--- src/rtl/gobou_ctrl_pkg.sv ---
// Shared constants, state encoding and config record for the gobou_core sequencer.
package gobou_ctrl_pkg;

    localparam int DWIDTH   = 16;
    localparam int LWIDTH   = 10;
    localparam int IMGSIZE  = 12;
    localparam int WGTSIZE  = 16;
    localparam int TAIL_LEN = 4;

    typedef enum logic [2:0] {
        S_IDLE,
        S_CLR,
        S_MAC,
        S_BIAS,
        S_TAIL,
        S_DONE
    } state_t;

    typedef struct packed {
        logic [LWIDTH-1:0]  total_in;
        logic [LWIDTH-1:0]  total_out;
        logic [IMGSIZE-1:0] in_offset;
        logic [WGTSIZE-1:0] w_offset;
        logic [IMGSIZE-1:0] out_offset;
    } cfg_t;

    // A layer with no inputs or no neurons does no memory traffic at all.
    function automatic logic is_empty_layer(input logic [LWIDTH-1:0] n_in,
                                            input logic [LWIDTH-1:0] n_out);
        return (n_in == '0) || (n_out == '0);
    endfunction

endpackage

--- src/rtl/gobou_ctrl_if.sv ---
// Host handshake, layer config, memory addresses and datapath enables of gobou_ctrl.
interface gobou_ctrl_if;
    import gobou_ctrl_pkg::*;

    logic               req;
    logic               ack;
    logic [LWIDTH-1:0]  total_in;
    logic [LWIDTH-1:0]  total_out;
    logic [IMGSIZE-1:0] in_offset;
    logic [WGTSIZE-1:0] w_offset;
    logic [IMGSIZE-1:0] out_offset;
    logic [IMGSIZE-1:0] mem_in_addr;
    logic [WGTSIZE-1:0] mem_w_addr;
    logic               mem_out_we;
    logic [IMGSIZE-1:0] mem_out_addr;
    logic               accum_rst;
    logic               accum_we;
    logic               mac_oe;
    logic               breg_we;
    logic               bias_oe;
    logic               relu_oe;

    modport master (
        output req, total_in, total_out, in_offset, w_offset, out_offset,
        input  ack, mem_in_addr, mem_w_addr, mem_out_we, mem_out_addr,
        input  accum_rst, accum_we, mac_oe, breg_we, bias_oe, relu_oe
    );

    modport slave (
        input  req, total_in, total_out, in_offset, w_offset, out_offset,
        output ack, mem_in_addr, mem_w_addr, mem_out_we, mem_out_addr,
        output accum_rst, accum_we, mac_oe, breg_we, bias_oe, relu_oe
    );

endinterface

--- src/rtl/gobou_ctrl.sv ---
// Fully connected layer sequencer: walks neurons and inputs, drives memory
// addresses and the mac -> bias -> relu enables of one gobou_core.
module gobou_ctrl
    import gobou_ctrl_pkg::*;
(
    input  logic        clk,
    input  logic        xrst,
    gobou_ctrl_if.slave bus
);

    localparam logic [1:0] TAIL_LAST = 2'(TAIL_LEN - 1);

    state_t             state;
    cfg_t               cfg;
    logic [LWIDTH-1:0]  i;
    logic [LWIDTH-1:0]  o;
    logic [1:0]         p;
    logic [WGTSIZE-1:0] w_ptr;

    logic               ack;
    logic [IMGSIZE-1:0] mem_in_addr;
    logic [WGTSIZE-1:0] mem_w_addr;
    logic               mem_out_we;
    logic [IMGSIZE-1:0] mem_out_addr;
    logic               accum_rst;
    logic               accum_we;
    logic               mac_oe;
    logic               breg_we;
    logic               bias_oe;
    logic               relu_oe;

    logic [LWIDTH-1:0]  i_next;
    logic [LWIDTH-1:0]  o_next;
    logic               last_in;
    logic               last_out;

    assign i_next   = i + LWIDTH'(1);
    assign o_next   = o + LWIDTH'(1);
    assign last_in  = (i == cfg.total_in - LWIDTH'(1));
    assign last_out = (o == cfg.total_out - LWIDTH'(1));

    // Outputs are loaded with the values belonging to the state being entered,
    // so every address and enable comes straight from a flop.
    // The weight pointer runs linearly across all neurons, so each neuron's
    // base falls out naturally without multiplying by total_in+1.
    always_ff @(posedge clk or negedge xrst) begin
        if (!xrst) begin
            state        <= S_IDLE;
            cfg          <= '0;
            i            <= '0;
            o            <= '0;
            p            <= '0;
            w_ptr        <= '0;
            ack          <= 1'b1;
            mem_in_addr  <= '0;
            mem_w_addr   <= '0;
            mem_out_we   <= 1'b0;
            mem_out_addr <= '0;
            accum_rst    <= 1'b0;
            accum_we     <= 1'b0;
            mac_oe       <= 1'b0;
            breg_we      <= 1'b0;
            bias_oe      <= 1'b0;
            relu_oe      <= 1'b0;
        end else begin
            accum_rst  <= 1'b0;
            mac_oe     <= 1'b0;
            breg_we    <= 1'b0;
            bias_oe    <= 1'b0;
            relu_oe    <= 1'b0;
            mem_out_we <= 1'b0;
            // Read data arrives one cycle after its address, hence the delay.
            accum_we   <= (state == S_MAC);

            case (state)
                S_IDLE: begin
                    if (bus.req) begin
                        cfg.total_in   <= bus.total_in;
                        cfg.total_out  <= bus.total_out;
                        cfg.in_offset  <= bus.in_offset;
                        cfg.w_offset   <= bus.w_offset;
                        cfg.out_offset <= bus.out_offset;
                        ack            <= 1'b0;
                        if (is_empty_layer(bus.total_in, bus.total_out)) begin
                            state <= S_DONE;
                        end else begin
                            state     <= S_CLR;
                            o         <= '0;
                            w_ptr     <= bus.w_offset;
                            accum_rst <= 1'b1;
                        end
                    end
                end

                S_CLR: begin
                    state       <= S_MAC;
                    i           <= '0;
                    mem_in_addr <= cfg.in_offset;
                    mem_w_addr  <= w_ptr;
                    w_ptr       <= w_ptr + WGTSIZE'(1);
                end

                S_MAC: begin
                    mem_w_addr <= w_ptr;
                    w_ptr      <= w_ptr + WGTSIZE'(1);
                    if (last_in) begin
                        state <= S_BIAS;
                    end else begin
                        i           <= i_next;
                        mem_in_addr <= cfg.in_offset + IMGSIZE'(i_next);
                    end
                end

                S_BIAS: begin
                    state   <= S_TAIL;
                    p       <= '0;
                    breg_we <= 1'b1;
                    mac_oe  <= 1'b1;
                end

                S_TAIL: begin
                    p <= p + 2'd1;
                    case (p)
                        2'd0: bias_oe <= 1'b1;
                        2'd1: relu_oe <= 1'b1;
                        2'd2: begin
                            mem_out_we   <= 1'b1;
                            mem_out_addr <= cfg.out_offset + IMGSIZE'(o);
                        end
                        default: ;
                    endcase
                    if (p == TAIL_LAST) begin
                        if (last_out) begin
                            state <= S_DONE;
                        end else begin
                            state     <= S_CLR;
                            o         <= o_next;
                            accum_rst <= 1'b1;
                        end
                    end
                end

                S_DONE: begin
                    state <= S_IDLE;
                    ack   <= 1'b1;
                end

                default: begin
                    state <= S_IDLE;
                    ack   <= 1'b1;
                end
            endcase
        end
    end

    assign bus.ack          = ack;
    assign bus.mem_in_addr  = mem_in_addr;
    assign bus.mem_w_addr   = mem_w_addr;
    assign bus.mem_out_we   = mem_out_we;
    assign bus.mem_out_addr = mem_out_addr;
    assign bus.accum_rst    = accum_rst;
    assign bus.accum_we     = accum_we;
    assign bus.mac_oe       = mac_oe;
    assign bus.breg_we      = breg_we;
    assign bus.bias_oe      = bias_oe;
    assign bus.relu_oe      = relu_oe;

endmodule

--- src/flat_wrapper.sv ---
// flat-port wrapper written by rule: the top's interface ports become plain ports
module gobou_ctrl_flat import gobou_ctrl_pkg::*;
  (clk, xrst, bus_req, bus_total_in, bus_total_out, bus_in_offset, bus_w_offset, bus_out_offset, bus_ack, bus_mem_in_addr, bus_mem_w_addr, bus_mem_out_we, bus_mem_out_addr, bus_accum_rst, bus_accum_we, bus_mac_oe, bus_breg_we, bus_bias_oe, bus_relu_oe);
  gobou_ctrl_if bus_i ();
  input  logic clk;
  input  logic xrst;
  input wire logic [$bits(bus_i.req)-1:0] bus_req;
  input wire logic [$bits(bus_i.total_in)-1:0] bus_total_in;
  input wire logic [$bits(bus_i.total_out)-1:0] bus_total_out;
  input wire logic [$bits(bus_i.in_offset)-1:0] bus_in_offset;
  input wire logic [$bits(bus_i.w_offset)-1:0] bus_w_offset;
  input wire logic [$bits(bus_i.out_offset)-1:0] bus_out_offset;
  output wire logic [$bits(bus_i.ack)-1:0] bus_ack;
  output wire logic [$bits(bus_i.mem_in_addr)-1:0] bus_mem_in_addr;
  output wire logic [$bits(bus_i.mem_w_addr)-1:0] bus_mem_w_addr;
  output wire logic [$bits(bus_i.mem_out_we)-1:0] bus_mem_out_we;
  output wire logic [$bits(bus_i.mem_out_addr)-1:0] bus_mem_out_addr;
  output wire logic [$bits(bus_i.accum_rst)-1:0] bus_accum_rst;
  output wire logic [$bits(bus_i.accum_we)-1:0] bus_accum_we;
  output wire logic [$bits(bus_i.mac_oe)-1:0] bus_mac_oe;
  output wire logic [$bits(bus_i.breg_we)-1:0] bus_breg_we;
  output wire logic [$bits(bus_i.bias_oe)-1:0] bus_bias_oe;
  output wire logic [$bits(bus_i.relu_oe)-1:0] bus_relu_oe;
  assign bus_i.req = bus_req;
  assign bus_i.total_in = bus_total_in;
  assign bus_i.total_out = bus_total_out;
  assign bus_i.in_offset = bus_in_offset;
  assign bus_i.w_offset = bus_w_offset;
  assign bus_i.out_offset = bus_out_offset;
  assign bus_ack = bus_i.ack;
  assign bus_mem_in_addr = bus_i.mem_in_addr;
  assign bus_mem_w_addr = bus_i.mem_w_addr;
  assign bus_mem_out_we = bus_i.mem_out_we;
  assign bus_mem_out_addr = bus_i.mem_out_addr;
  assign bus_accum_rst = bus_i.accum_rst;
  assign bus_accum_we = bus_i.accum_we;
  assign bus_mac_oe = bus_i.mac_oe;
  assign bus_breg_we = bus_i.breg_we;
  assign bus_bias_oe = bus_i.bias_oe;
  assign bus_relu_oe = bus_i.relu_oe;
  gobou_ctrl u_core (.clk(clk), .xrst(xrst), .bus(bus_i));
endmodule
--- config.mk ---
export PLATFORM = sky130hd
export DESIGN_NAME = gobou_ctrl_flat
export DESIGN_NICKNAME = d
export VERILOG_FILES = /design/src/rtl/gobou_ctrl_pkg.sv /design/src/rtl/gobou_ctrl_if.sv /design/src/rtl/gobou_ctrl.sv /design/src/flat_wrapper.sv
export SDC_FILE = /design/constraint.sdc
export NUM_CORES = 1
export LEC_CHECK = 0
export BUFFER_PORTS_ARGS = -buffer_cell sky130_fd_sc_hd__buf_2
export CORE_UTILIZATION = 57
export CTS_CLUSTER_DIAMETER = 50
export CTS_CLUSTER_SIZE = 8
export DETAILED_ROUTE_END_ITERATION = 8
export PLACE_DENSITY = 0.8
export SYNTH_ARGS = -nofsm -noshare
export SYNTH_HDL_FRONTEND = slang
export SYNTH_SLANG_ARGS = --single-unit
--- constraint.sdc ---
create_clock -name clk -period 3 [get_ports clk]
set_input_delay 0.15 -clock clk [delete_from_list [all_inputs] [get_ports clk]]
set_output_delay 0.15 -clock clk [all_outputs]
set_load 0.01 [all_outputs]
# Word-level counts from Yosys, hierarchy flattened

Cells that the tools add are included.

Register bits: 132
Output and inout bits: 48
Logic and storage cells: 94

$add $sub $neg: 8
Equal/unequal tests: 15
Muxes and demuxes: 33
Bitwise logic cells: 1
Reduce and logical (&&, ||, !) cells: 18

Operators by type and width:

| kind                    | number |
|---|---|
| $mux W10                | 5 |
| $pmux W10 S2            | 2 |
| $mux W16                | 2 |
| $pmux W16 S2            | 1 |
| $add A12 B10 Y12        | 2 |
| $pmux W12 S2            | 1 |
| $add A10 B1 Y10 const B | 2 |
| $eq A10 B10 Y1          | 2 |
| $logic_not A10 Y1       | 2 |
| $sub A10 B1 Y10 const B | 2 |
| $add A16 B1 Y16 const B | 1 |
| $mux W3                 | 5 |
| $pmux W3 S5             | 1 |
| $mux W1                 | 12 |
| $mux W12                | 1 |
| $ne A2 B2 Y1 const B    | 4 |
| $reduce_and A2 Y1       | 4 |
| $reduce_bool A2 Y1      | 4 |
| $eq A3 B2 Y1 const B    | 2 |
| $reduce_and A3 Y1       | 2 |
| $reduce_and A5 Y1       | 1 |
| $eq A2 B2 Y1 const B    | 2 |
| $ne A2 B1 Y1 const B    | 2 |
| $pmux W1 S2             | 2 |
| 11 further kinds        | 11 |

# Depth between registers and ports, before layout

Depth after elaboration: 5
Mapped depth: 13

# Worst setup path before layout

No wires, ideal clock.

Path type: flip-flop to flip-flop
From: register u_core.i[2]
To: register u_core.mem_in_addr[11] (netlist: u_core.bus.mem_in_addr[11])
Library setup time: 0.127 ns
Arrival time: 2.437 ns
Required time: 2.873 ns
Setup slack: 0.436 ns
Stages on the path, launching flop included: 14
Clock period less this slack: 2.564 ns
Cells stage by stage: dfrtp_1 -> clkbuf_1 -> nand3_1 -> nor2_1 -> nand2_1 -> xnor2_1 -> ha_1 -> nor4_1 -> o21ai_0 -> a41oi_1 -> nor2b_1 -> o211ai_1 -> xnor2_1 -> mux2_1

Longest elaborated chain between the ends: 4

Ends and longest elaborated chain:

| item                   | line              | RTL |
|---|---|---|
| start, declared        | gobou_ctrl.sv:15  | `logic [LWIDTH-1:0] i;` |
| start signal, assigned | gobou_ctrl.sv:109 | `i <= i_next;` |
| $add A10 B1 Y10        | gobou_ctrl.sv:37  | `assign i_next = i + LWIDTH'(1);` |
| $add A12 B10 Y12       | gobou_ctrl.sv:110 | `mem_in_addr <= cfg.in_offset + IMGSIZE'(i_next);` |
| $mux W12               | gobou_ctrl.sv:106 | `if (last_in) begin` |
| $pmux W12 S2           | gobou_ctrl.sv:75  | `case (state)` |
| end signal, assigned   | gobou_ctrl.sv:98  | `mem_in_addr <= cfg.in_offset;` |
| end signal, assigned   | gobou_ctrl.sv:110 |  |
| end, declared          | gobou_ctrl.sv:21  | `logic [IMGSIZE-1:0] mem_in_addr;` |

Parallel ways exist; a longest one is shown, timed or not. The select of a mux whose other input is x is not followed.
A chain may end at the register's enable or synchronous reset.

# Worst setup path in the final report

From: register u_core.cfg[52] in the netlist's numbering
To: register u_core.mem_in_addr[11] (netlist: u_core.bus.mem_in_addr[11])

Longest elaborated chain between the ends: 4

Ends and longest elaborated chain:

| item                               | line             | RTL |
|---|---|---|
| start, declared                    | gobou_ctrl.sv:14 | `cfg_t cfg;` |
| $sub A10 B1 Y10                    | gobou_ctrl.sv:39 | `assign last_in = (i == cfg.total_in - LWIDTH'(1));` |
| $eq A10 B10 Y1                     | gobou_ctrl.sv:39 |  |
| $ne A2 B2 Y1 (no source line)      | -                |  |
| $reduce_and A2 Y1 (no source line) | -                |  |

No other way between the ends.

==> flow_summary.ini <==
[run_status]
status = completed

[logic_synthesis]
synth_cell_type_count = 58
synth_mux_area_share_pct = 7.63
yosys-top-cells-count = 131 x dfrtp_1, 120 x nand2_1, 63 x o21ai_0
synth_seq_area_share_pct = 46.4
synth.cell_area_mm2 = 0.00711
synth.most_common_cell = dfrtp_1
synth_async_sr_flop_share_pct = 100
synth_top_area_share_pct = 46.1
syn_area_per_cell_um2 = 9.60
synthAdderAreaFrac_pct = 5.66
synth-compound-area-share_pct = 14.7
synth_edf_count = 0
synth.area.top_cells = dfrtp_1 46%, mux2_2 6.3%, nand2_1 6.3%, ha_1 5.1%, o21ai_0 4.4%
yosys.area_share.simple_pct = 16.7
yosys_warnings = 0
ys_ff_latch = 132
synthCells = 741
synth_ff_type = dfrtp_1
syn-num-nets = 835
synth_top_area_cell = dfrtp_1
synth_top_family_by_area = simple AND/OR/NAND/NOR gates
synthXorXnorAreaFrac_pct = 5.66

[cells_and_area]
syn_to_final_growth_pct = 26.4
area.sequential_mm2 = 0.00331
num_antenna_cells = 0
nets = 995
nFillCells = 842
multi_input_comb_area_mm2 = 0.00360
layout-drive-gt1-share_pct = 22.5
final_area_mm2 = 0.00899

[cts]
cts.sinks = 132
cts_max_path_buffers = 2
htree_levels = 4
cts.clk_slew.worst_paths_ns = 0.06
clock_latency_ns = 0.43
numCtsBuffers = 17
cts_root_buffer = clkbuf_16
cts_tree = built

[flow_run]
drv_cap = 0

[sta]
period_minus_slack_ns = 2.76
rsz0062_at_grt = false
finalSetupTns_ns = 0
setup_violations = 0
fmax_mhz = 362
post-route-period-util_pct = 92.0
finalHoldViolCount = 0
relSlewSlack_pct = 44.9
slew_violations = 0
skew_ns = 0.00992
tightest_slew_ns = 0.827

[floorplanning]
pin_count = 111
die_height_um = 114
die_x_um = 114
num_rows = 40
die-area_mm2 = 0.0129
start_util_pct = 58.7
core_area_mm2 = 0.0121

[global_route]
antenna_found_initial = 0
track_usage_pct = 29.0
grt_pass1_wl_um = 29300
first_global_vias = 6186
grt_max_degree = 65
grt-ovfl-total = 0

[critical_path]
crit_start = u_core.cfg[52]$_DFFE_PN0P_
crit_slowest_cell = or4_4
r2r-start = u_core.cfg[52]$_DFFE_PN0P_
slowest_delay_ns = 0.59
cp.required_ns = 3.30
r2r_end = u_core.bus.mem_in_addr[11]$_DFFE_PN0P_
crit_path_end_kind = register
crit_fanout = 11
startpoint_type = register
cp.arrival_ns = 3.06
reg2reg_depth = 7
worst-setup-path-type = reg2reg
path_cells = or4_4 -> or3_1 -> a22oi_1 -> nand4_1 -> o31ai_4 -> buf_12 -> mux2_1
worstSetupEndpoint = u_core.bus.mem_in_addr[11]$_DFFE_PN0P_
r2r_setup_slack_ns = 0.24

[hold_path]
hold_class = in2reg

[placed_design]
dp_hpwl_um = 11700
io_buffers = 110
placed_area_mm2 = 0.00785
place.gp.congestion = 0.930

[routing]
drc = 0
drt_wl_total_um = 17600
detail-route-antenna-nets = 0
wire_per_inst_um = 16.2
num_vias = 6163
first_pass_iters = 5
drt_iter0_drc = 565
drt-vias-per-instance = 5.70

[power]
peakVddDrop_mv = 0.495
leakage_uw = 0.00414
power_density_mw_per_mm2 = 1010
[area by class of cell]
class                   count  share of cell area [%]
repair buffers            171                    12.9
multi-input cells         553                    40.0
inverters                  26                    1.09
well taps                 168                    2.34
flip-flops and latches    132                    36.8
clock inverters            14                    2.06
clock buffers              18                    4.88
[logic make-up after synthesis]
group | count (synthesis)
DFF | 132
buffers and inverters | 56
muxes | 49
and+or+nand+nor | 258
AOI/OAI and AO/OA | 169
xor gates and xnor gates | 46
adders and majority gates | 31
[worst max-delay path: cells and delay by family (launching register included)]
family	cells	cell delay, ns
simple gates	3	1.19
compound gates	2	0.51
flops	1	0.45
mux	1	0.32
buf+inv	1	0.16
[registers in the layout (all words and copies together) (netlist names), 2 cells and up]
register and cells:
u_core.bus.mem_in_addr 12, u_core.bus.mem_out_addr 12, u_core.bus.mem_w_addr 16, u_core.cfg 44, u_core.i 10, u_core.o 10
u_core.p 2, u_core.state 3, u_core.w_ptr 16
[timing repair]
action	4_1_cts	5_1_grt
resized for setup	0	5
endpoints found under the hold margin	109	0
setup endpoints to repair	0	5
hold buffers	48	0
buffers inserted	0	1
[per-layer routing]
metal	global-route usage, %	routed length (µm)	vias to the layer above
met5	0	0	-
met3	7.33	985	30
met1	36.1	7630	2988
li1	-	-	2933
met4	11.1	286	0
met2	48.7	8640	212
[worst min-delay path by stage]
stage | start | to | slack [ns] | depth (start not counted)
after CTS | bus_total_in[3] | u_core.cfg[53]$_DFFE_PN0P_ | 0.00002 | 2
after global routing | bus_total_in[4] | u_core.cfg[54]$_DFFE_PN0P_ | 0.008 | 2
after detailed placement | xrst | u_core.bus.mem_w_addr[7]$_DFFE_PN0N_ | 0.30 | 1
final | bus_w_offset[12] | u_core.w_ptr[12]$_DFFE_PN0P_ | 0.01 | 3
after global placement | xrst | u_core.bus.mem_w_addr[7]$_DFFE_PN0N_ | 0.29 | 1
after floorplan | xrst | u_core.bus.accum_rst$_DFF_PN0_ | -0.15 | 0
[power breakdown]
part	leakage [µW]	switching (µW)	internal [µW]
Sequential	0.00163	684	2540
Combinational	0.00222	1980	1650
Clock	0.000301	799	1400
[cells in the final DEF (no fill, tap or decap), types with 7 or more instances in the layout]
master / n
o21ai_0: 62
nand3_1: 21
and3_1: 9
nor2_1: 42
a21oi_1: 35
mux2i_1: 7
nor3_1: 16
a211oi_1: 11
clkbuf_16: 17
nor2b_1: 7
a31oi_1: 7
o21a_1: 8
o211ai_1: 7
buf_4: 12
nor4_1: 7
nand2_1: 120
xnor2_1: 32
or3_1: 8
xor2_1: 14
dlygate4sd3_1: 48
buf_2: 109
inv_1: 25
ha_1: 28
dfrtp_1: 129
a21o_1: 8
mux2_2: 40
o31ai_1: 10
[through the flow]
step	util (%)	total power (µW)	hold slack, ns	setup WS, ns	instances
floorplan	-	5640	-0.146	0.436	741
global placement	64.8	6480	0.290	0.282	1001
detailed placement	64.8	6690	0.296	0.0961	1001
CTS	74.0	8990	0.0000188	0.0640	1081
global route	74.2	9680	0.00787	0.0549	1082
finish	74.2	9060	0.0115	0.240	1082
(Power assumes the default switching activity.)
